--- src/rtl/riscv_pkg.sv ---
// Shared definitions for the execute-stage ALU.
//   - ALU operation codes as produced by the ALU control unit (4 bits).
//     Codes above ALU_SLT are not defined and execute as ADD.
//   - Default datapath width.
//   - Execute-stage FSM state encoding and the shift-kind encoding that the
//     iterative shifter latches.
package riscv_pkg;

  localparam int XLEN_DEFAULT = 32;

  localparam logic [3:0] ALU_ADD = 4'b0000;
  localparam logic [3:0] ALU_SUB = 4'b0001;
  localparam logic [3:0] ALU_AND = 4'b0010;
  localparam logic [3:0] ALU_OR  = 4'b0011;
  localparam logic [3:0] ALU_XOR = 4'b0100;
  localparam logic [3:0] ALU_SLL = 4'b0101;
  localparam logic [3:0] ALU_SRL = 4'b0110;
  localparam logic [3:0] ALU_SRA = 4'b0111;
  localparam logic [3:0] ALU_SLT = 4'b1000;

  typedef enum logic [1:0] {
    ST_IDLE  = 2'd0,
    ST_SHIFT = 2'd1,
    ST_DONE  = 2'd2
  } alu_state_e;

  typedef enum logic [1:0] {
    SH_SLL = 2'd0,
    SH_SRL = 2'd1,
    SH_SRA = 2'd2
  } shift_kind_e;

  function automatic logic is_shift_op(input logic [3:0] ctrl);
    return (ctrl == ALU_SLL) || (ctrl == ALU_SRL) || (ctrl == ALU_SRA);
  endfunction

endpackage

--- src/rtl/alu_shifter_iter.sv ---
// Iterative one-bit-per-cycle shifter.
// Ports:
//   clk, rst_n  clock, asynchronous active-low reset
//   start_i     load operand_i / shamt_i / kind_i (only when idle, shamt_i != 0)
//   kind_i      SLL / SRL / SRA
//   shamt_i     shift amount, 1..31
//   operand_i   value to shift
//   done_o      high in the cycle whose closing edge completes the final step
//   result_o    accumulator after one more step; equals the final result when
//               done_o is high, so the caller registers it on that same edge
module alu_shifter_iter
  import riscv_pkg::*;
#(
  parameter int XLEN = XLEN_DEFAULT
) (
  input  logic            clk,
  input  logic            rst_n,
  input  logic            start_i,
  input  shift_kind_e     kind_i,
  input  logic [4:0]      shamt_i,
  input  logic [XLEN-1:0] operand_i,
  output logic            done_o,
  output logic [XLEN-1:0] result_o
);

  logic [XLEN-1:0] acc_q, acc_d, acc_step;
  logic [4:0]      cnt_q, cnt_d;
  shift_kind_e     kind_q, kind_d;

  always_comb begin
    acc_step = acc_q;
    case (kind_q)
      SH_SLL:  acc_step = {acc_q[XLEN-2:0], 1'b0};
      SH_SRL:  acc_step = {1'b0, acc_q[XLEN-1:1]};
      SH_SRA:  acc_step = {acc_q[XLEN-1], acc_q[XLEN-1:1]};
      default: acc_step = acc_q;
    endcase
  end

  always_comb begin
    acc_d  = acc_q;
    cnt_d  = cnt_q;
    kind_d = kind_q;
    if (start_i) begin
      acc_d  = operand_i;
      cnt_d  = shamt_i;
      kind_d = kind_i;
    end else if (cnt_q != 5'd0) begin
      acc_d  = acc_step;
      cnt_d  = cnt_q - 5'd1;
    end
  end

  always_ff @(posedge clk or negedge rst_n) begin
    if (!rst_n) begin
      acc_q  <= '0;
      cnt_q  <= 5'd0;
      kind_q <= SH_SLL;
    end else begin
      acc_q  <= acc_d;
      cnt_q  <= cnt_d;
      kind_q <= kind_d;
    end
  end

  assign done_o   = (cnt_q == 5'd1);
  assign result_o = acc_step;

endmodule

--- src/rtl/alu_exec_stage.sv ---
// Execute-stage ALU for the 32-bit RISC-V core.
// Handshake: a transfer happens on a rising edge where valid && ready are both
// high; valid may be raised or dropped at any time, ready never depends on
// valid, and an offered result (out_valid) stays stable until taken.
// Ports:
//   clk, rst_n            clock, asynchronous active-low reset
//   in_valid / in_ready   operation offer / stage can accept
//   alu_ctrl, op_a, op_b  4-bit op code and operands
//   out_valid / out_ready result offer / consumer accepts
//   result, zero          registered result and (result == 0)
//   busy                  iterative shift in progress
// Single-cycle ops finish on the accept edge. Shifts with a nonzero amount
// take one cycle per bit unless FAST_SHIFT=1, which uses a barrel shift.
module alu_exec_stage
  import riscv_pkg::*;
#(
  parameter int XLEN       = XLEN_DEFAULT,
  parameter bit FAST_SHIFT = 1'b0
) (
  input  logic            clk,
  input  logic            rst_n,
  input  logic            in_valid,
  output logic            in_ready,
  input  logic [3:0]      alu_ctrl,
  input  logic [XLEN-1:0] op_a,
  input  logic [XLEN-1:0] op_b,
  output logic            out_valid,
  input  logic            out_ready,
  output logic [XLEN-1:0] result,
  output logic            zero,
  output logic            busy
);

  alu_state_e      state_q, state_d;
  logic [XLEN-1:0] result_q, result_d;
  logic            zero_q, zero_d;

  logic [XLEN-1:0] alu_res;
  logic [4:0]      shamt;
  logic            accept;
  logic            go_iter;
  logic            shift_done;
  logic [XLEN-1:0] shift_res;

  assign shamt = op_b[4:0];

  // Single-cycle datapath, including the barrel shift. In iterative mode the
  // barrel shift is only selected for shamt 0, where it reduces to op_a.
  always_comb begin
    alu_res = op_a + op_b;
    case (alu_ctrl)
      ALU_SUB: alu_res = op_a - op_b;
      ALU_AND: alu_res = op_a & op_b;
      ALU_OR:  alu_res = op_a | op_b;
      ALU_XOR: alu_res = op_a ^ op_b;
      ALU_SLL: alu_res = op_a << shamt;
      ALU_SRL: alu_res = op_a >> shamt;
      ALU_SRA: alu_res = $unsigned($signed(op_a) >>> shamt);
      ALU_SLT: alu_res = {{(XLEN-1){1'b0}}, ($signed(op_a) < $signed(op_b))};
      default: alu_res = op_a + op_b;
    endcase
  end

  assign in_ready = (state_q == ST_IDLE) || ((state_q == ST_DONE) && out_ready);
  assign accept   = in_valid && in_ready;
  assign go_iter  = accept && !FAST_SHIFT && is_shift_op(alu_ctrl) && (shamt != 5'd0);

  generate
    if (FAST_SHIFT == 1'b0) begin : g_iter
      shift_kind_e kind;
      always_comb begin
        kind = SH_SLL;
        if (alu_ctrl == ALU_SRL)      kind = SH_SRL;
        else if (alu_ctrl == ALU_SRA) kind = SH_SRA;
      end

      alu_shifter_iter #(.XLEN(XLEN)) u_shifter (
        .clk       (clk),
        .rst_n     (rst_n),
        .start_i   (go_iter),
        .kind_i    (kind),
        .shamt_i   (shamt),
        .operand_i (op_a),
        .done_o    (shift_done),
        .result_o  (shift_res)
      );
    end else begin : g_fast
      assign shift_done = 1'b0;
      assign shift_res  = '0;
    end
  endgenerate

  always_comb begin
    state_d  = state_q;
    result_d = result_q;
    zero_d   = zero_q;
    case (state_q)
      ST_IDLE, ST_DONE: begin
        if (accept) begin
          if (go_iter) begin
            state_d = ST_SHIFT;
          end else begin
            state_d  = ST_DONE;
            result_d = alu_res;
            zero_d   = (alu_res == '0);
          end
        end else if ((state_q == ST_DONE) && out_ready) begin
          state_d = ST_IDLE;
        end
      end
      ST_SHIFT: begin
        if (shift_done) begin
          state_d  = ST_DONE;
          result_d = shift_res;
          zero_d   = (shift_res == '0);
        end
      end
      default: state_d = ST_IDLE;
    endcase
  end

  always_ff @(posedge clk or negedge rst_n) begin
    if (!rst_n) begin
      state_q  <= ST_IDLE;
      result_q <= '0;
      zero_q   <= 1'b0;
    end else begin
      state_q  <= state_d;
      result_q <= result_d;
      zero_q   <= zero_d;
    end
  end

  assign out_valid = (state_q == ST_DONE);
  assign busy      = (state_q == ST_SHIFT);
  assign result    = result_q;
  assign zero      = zero_q;

endmodule

--- config.mk ---
export PLATFORM = sky130hd
export DESIGN_NAME = alu_exec_stage
export DESIGN_NICKNAME = d
export VERILOG_FILES = /design/src/rtl/riscv_pkg.sv /design/src/rtl/alu_shifter_iter.sv /design/src/rtl/alu_exec_stage.sv
export SDC_FILE = /design/constraint.sdc
export NUM_CORES = 1
export LEC_CHECK = 0
export CAP_MARGIN = 40
export CORE_AREA = 8 8 182 184
export CTS_CLUSTER_DIAMETER = 120
export DETAILED_ROUTE_END_ITERATION = 16
export DIE_AREA = 0 0 190 192
export PLACE_DENSITY_LB_ADDON = 0.3
export REMOVE_ABC_BUFFERS = 1
export SYNTH_ARGS = -nofsm -noshare
export SYNTH_HDL_FRONTEND = slang
export SYNTH_SLANG_ARGS = --single-unit
export TNS_END_PERCENT = 10
--- constraint.sdc ---
create_clock -name clk -period 3.1 [get_ports clk]
set_clock_uncertainty 0.05 [all_clocks]
set_input_delay 0.31 -clock clk [delete_from_list [all_inputs] [get_ports clk]]
set_output_delay 0.31 -clock clk [all_outputs]
set_load 0.1 [all_outputs]
* Yosys cells after proc, flatten, opt, wreduce, memory -nomap -nowiden *
Cells that the tools add are included.

word-level totals
  latch bits = 0
  word-level logic and storage cells = 72
  memory bits (writable) = 0
  ROM bits = 0
  input bits = 72
  register bits after elaboration = 74
  output and inout bits = 36
  memories kept = 0

cells by class
  add/sub/neg operators = 3
  $lt $le $gt $ge = 1
  div/mod/pow operators = 0
  mux-type cells = 21
  eq/ne operators = 17
  reductions and logical operators = 18
  multipliers = 0
  shifts and indexed selects = 3
  bitwise operators = 3

operators with widths
  kind                                                                 number
  32-bit one-hot mux with 8 select lines                               1
  32-bit 2-to-1 mux                                                    5
  32-bit one-hot mux with 3 select lines                               1
  32-bit logical NOT                                                   2
  32-bit one-hot mux with 2 select lines                               1
  32-bit adder                                                         1
  32-bit AND                                                           1
  32-bit less-than comparator                                          1
  32-bit OR                                                            1
  32-bit by 5-bit left shift with 32-bit output                        1
  32-bit by 5-bit right shift with 32-bit output                       1
  32-bit by 5-bit >>> shifter with 32-bit output                       1
  32-bit subtractor                                                    1
  32-bit bitwise XOR                                                   1
  4-bit by 3-bit == test with 1-bit output (second input constant)     4
  2-bit 2-to-1 mux                                                     6
  5-bit 2-to-1 mux                                                     2
  5-bit nonzero test                                                   2
  4-bit by 2-bit == test with 1-bit output (second input constant)     2
  5-bit by 1-bit == test with 1-bit output (second input constant)     1
  5-bit by 1-bit subtractor with 5-bit output (second input constant)  1
  2-bit by 1-bit == test with 1-bit output (second input constant)     2
  2-bit == test (second input constant)                                2
  4-bit by 1-bit == test with 1-bit output (second input constant)     1
  other kinds (14)                                                     24

* Logic depth before layout (Yosys ltp) *
  depth after elaboration = 9
  mapped depth = 19

* Modules after synthesis *
Synthesis repeated with hierarchy kept, for this count alone.

second synthesis, totals
  cells, all modules = 1,937
  area total of the unflattened synthesis = 15,148.3 µm²

modules (own cells, without submodules)
  module            cells each  area each (µm²)  instances  seq. area each (µm²)
  alu_exec_stage    1,683       12,333.1         1          875.8
  alu_shifter_iter  254         2,815.2          1          975.9

* Least setup slack after synthesis *
No wires, ideal clock.

  path type = in2reg
  from = in op_b[1]
  to = reg zero_q (netlist: zero)
  stages = 18
  buffers on the path = 5
  setup time = 0.104 ns
  path slack = -1.694 ns
  arrival time = 4.641 ns
  cells stage by stage = clkbuf_1 > buf_2 > inv_2 > buf_2 > buf_1 > buf_1 > ha_1 > nor3_1 > nor3_1 > a221oi_1 > a21oi_1 > or4_1 > nor4_2 > nand4b_1 > or4_1 > nor4_1 > nand4b_1 > o41ai_2

between the ends
  longest elaborated chain between the ends = 6
  elaborated cells on any way between the ends = 18
  classes of those cells = 2 x add/sub; 1 x order compare; 1 x eq/ne; 3 x shift; 4 x mux; 3 x bitwise; 4 x reduce/logical

RTL lines
  element                                 RTL line               source
  start: declaration                      alu_exec_stage.sv:26   input logic [XLEN-1:0] op_b,
  32-bit adder (tied with other cells)    alu_exec_stage.sv:60   default: alu_res = op_a + op_b;
  32-bit one-hot mux with 8 select lines  alu_exec_stage.sv:51   case (alu_ctrl)
  32-bit logical NOT                      alu_exec_stage.sv:105  zero_d = (alu_res == '0);
  1-bit 2-to-1 mux                        alu_exec_stage.sv:100  if (go_iter) begin
  1-bit 2-to-1 mux                        alu_exec_stage.sv:99   if (accept) begin
  1-bit one-hot mux with 2 select lines   alu_exec_stage.sv:97   case (state_q)
  end signal: assignment                  alu_exec_stage.sv:130  zero_q <= zero_d;
  end: declaration                        alu_exec_stage.sv:36   logic zero_q, zero_d;

Several ways; a longest one is shown, not always the timed one. The select of a mux whose other input is x is not followed.
A chain may end at the register's enable or synchronous reset.

* Worst setup path in the final report *
  from = in op_a[25]
  to = reg zero_q (netlist: zero)

between the ends
  longest elaborated chain between the ends = 6
  elaborated cells on any way between the ends = 14
  classes of those cells = 2 x add/sub; 1 x order compare; 3 x shift; 4 x mux; 3 x bitwise; 1 x reduce/logical

RTL lines
  element                                     RTL line               source
  start: declaration                          alu_exec_stage.sv:25   input logic [XLEN-1:0] op_a,
  32-bit adder (tied with other cells)        alu_exec_stage.sv:60
  32-bit one-hot mux with 8 select lines (*)  alu_exec_stage.sv:51
  32-bit logical NOT (*)                      alu_exec_stage.sv:105
  1-bit 2-to-1 mux (*)                        alu_exec_stage.sv:100
  1-bit 2-to-1 mux (*)                        alu_exec_stage.sv:99
  1-bit one-hot mux with 2 select lines (*)   alu_exec_stage.sv:97

Mark *: on every way between the ends. The rest lies on a longest branch, timed or not. The select of a mux whose other input is x is not followed.

==> metrics.txt <==
post-route minimum period 4110 ps; Final Power 10.7 mW; worst hold margin -27.5 ps; RSZ-0062 raised after global routing true; Initial Util 49.5%; Core Region 30200 um^2; Hold Fails Final Rpt 4; number of flops mapped to enable cells by yosys 0; total gr overflow 0; Setup crit start op_a[25]; WP data required 3290 ps; DP HPWL 63900 um; largest area contributor in the synthesized netlist dfrtp_1; Synth Instances 2052; number of CTS-inserted buffers 9; area grow syn2layout 51.4%; share of the synthesized area in the top cell type 12.4%; FF-to-FF Start g_iter.u_shifter.cnt_q[3]$_DFFE_PN0P_; Static Leak 10.3 nW; final slew viol count 0; Synth Cell Area 14900 um^2; die area 36500 um^2; CP Max Fanout 6; status finished with violations; Clock power frac 10.1%; worst skew pair latency 360 ps; CTS tree done; gr usage total 42.5%; Net Sw Power 5.68 mW; period utilization 133%; Max VDD drop 0.441 mV; Avg WL per Cell 25.8 um; clk buf depth 2; most used flip-flop cell after synthesis dfrtp_1; Routed WL 80000 um; setup ws final -1010 ps; hold_buf cts 0; Relative slew margins 43.8%; io pins 108; RD Place Congestion 1.12; Slew @ Worst Pin 843 ps; Setup WS pre-CTS -1700 ps; Startpoint Class input port; final setup fails 24; commonest non-fill, non-tap cell in the layout buf_4; Setup CP Type in2reg; sequential share of power 16.9%; Switching Share 53.1%; most frequent cells in the layout buf_4 (708), nor2_1 (201), nand2_1 (185); syn avg cell area 7.28 um^2; CTS Sinks 74; largest net degree at the start of global routing 66; Achievable Freq 243 MHz; via count 20500; Vias/cell 6.61; drt initial violations 2354; unique cell type count in the Yosys netlist 89; Util after Layout 74.9%; Final nets 2871; drt pass-1 iters 8; combinational power share 72.9%; layout cell share with drive strength beyond 1 38.5%; max cap viols 0; initial antenna violation count 2; die height 192 um; Rows 64; antenna violation net count after detailed routing 0; root buffer cell clkbuf_16; DRC 0; asr flop ratio synth 100%; die width 190 um; register bit count reported by yosys 74; Clock transition at path regs 60 ps; htree depth 3; ranking of synthesized cells by area dfrtp_1 (12%), ha_1 (8.4%), mux4_2 (7.8%); Fill cells 2287; Port Buf Inserts 107; first-pass GRT wire length 119000 um; nature of the critical path endpoint register; sequential share of the synthesized area 12.4%; failing checks hold timing, setup timing; Syn. warnings 0; vias in the first global route 19600; Worst Path Arrival 4300 ps; PwrDens 473 nW/um^2; diode count 0; Cell Int Power 5.01 mW; worst hold path class in2async
-- state kept, by name, summed over array words and instances, names as in the netlist --
name / flops
g_iter.u_shifter.acc_q: 32
g_iter.u_shifter.cnt_q: 5
g_iter.u_shifter.kind_q: 2
result: 32
state_q: 2
zero: 1
-- final timing paths --
path / cells after the start / to / slack, ps
max: 17 / zero$_DFFE_PN0P_ / -1010
max reg2reg: 11 / zero$_DFFE_PN0P_ / -230
max in group asynchronous: 1 / g_iter.u_shifter.kind_q[1]$_DFFE_PN0P_ / 2380
min: 1 / result[3]$_DFFE_PN0P_ / -30
min in group clk: 2 / result[2]$_DFFE_PN0P_ / 430
min reg2reg: 2 / result[2]$_DFFE_PN0P_ / 430
-- layer usage --
metal / global-route usage, % / wire [um] / vias to the layer above
met2: 65.5 / 34800 / 1476
met1: 52.7 / 29900 / 9668
li1: - / - / 8958
met4: 27.3 / 6040 / 2
met3: 9.95 / 9230 / 358
met5: 0 / 13 / -
-- power groups by stage --
stage | Combinational, mW | Sequential [mW] | Clock, mW
final | 7.80 | 1.81 | 1.08
after global routing | 8.16 | 1.86 | 1.13
after CTS | 7.45 | 1.79 | 1.09
after detailed placement | 7.26 | 1.80 | 0
after global placement | 6.93 | 1.76 | 0
after floorplan | 2.69 | 3.22 | 0
-- stage by stage --
| stage | hold WS (ps) | cells | instance area [um^2] | setup TNS, ps |
|---|---|---|---|---|
| 3_5_place_dp | 406 | 3066 | 21100 | -27510 |
| 3_3_place_gp | 362 | 3059 | 21000 | -25470 |
| 6_report | -27.5 | 3096 | 22600 | -9070 |
| 5_1_grt | 35.8 | 3096 | 22600 | -11690 |
| 2_1_floorplan | -35.6 | 1860 | 14100 | -75460 |
| 4_1_cts | 6.60 | 3089 | 22100 | -7340 |
-- cell type report --
cell class | count | area [um^2] | share of cell area, %
tap | 396 | 495 | 2.19
clock buffer | 12 | 256 | 1.13
timing repair buffer | 826 | 6660 | 29.5
sequential | 74 | 1850 | 8.19
inverter | 103 | 390 | 1.73
multi-input combinational | 1683 | 12900 | 57.1
clock inverter | 2 | 37.5 | 0.166
-- Yosys cell counts (17+ instances only) --
cell type,count
a31oi_1,25
a21o_1,21
buf_1,17
ha_1,100
nor4_1,24
nor3_1,47
nand2_1,190
mux2i_1,101
a221oi_1,20
dfrtp_1,74
clkbuf_1,142
mux2_2,39
a21oi_1,171
o31ai_1,25
nor2b_1,33
mux4_2,52
a211oi_1,38
nand3_1,42
o22ai_1,24
o211ai_1,51
o21ai_0,174
buf_2,19
inv_1,99
nor2_1,210
nand2b_1,40
-- critical path: stages --
cell	delay, ps
clkdlybuf4s50_1	430
buf_6	150
buf_4	150
buf_4	160
mux4_2	550
o221ai_1	250
buf_4	180
o22ai_1	110
a211oi_2	250
o2111ai_2	200
nor4_4	250
nand4b_1	160
or4_4	470
nor4_4	210
buf_4	140
nand4b_1	100
o41ai_2	210
-- timing repair --
| action | in CTS | in global routing |
|---|---|---|
| hold endpoints to repair | 0 | 0 |
| gates cloned | 0 | 1 |
| setup buffers | 9 | 6 |
| gates resized for setup | 158 | 93 |
| pin swaps | 32 | 22 |
| setup endpoints to repair | 27 | 29 |
-- logic make-up after synthesis --
| logic type | count (synthesis) | share of synthesized area [%] |
|---|---|---|
| AO/OA/AOI/OAI | 691 | 29.9 |
| multiplexers | 201 | 18.6 |
| XOR/XNOR | 15 | 0.880 |
| adder cells (fa/ha/maj) | 102 | 8.65 |
| flip-flops | 74 | 12.4 |
| buffers and inverters | 295 | 8.11 |
| AND/OR/NAND/NOR | 674 | 21.4 |
No activity file was read; power rests on OpenSTA's default activity.
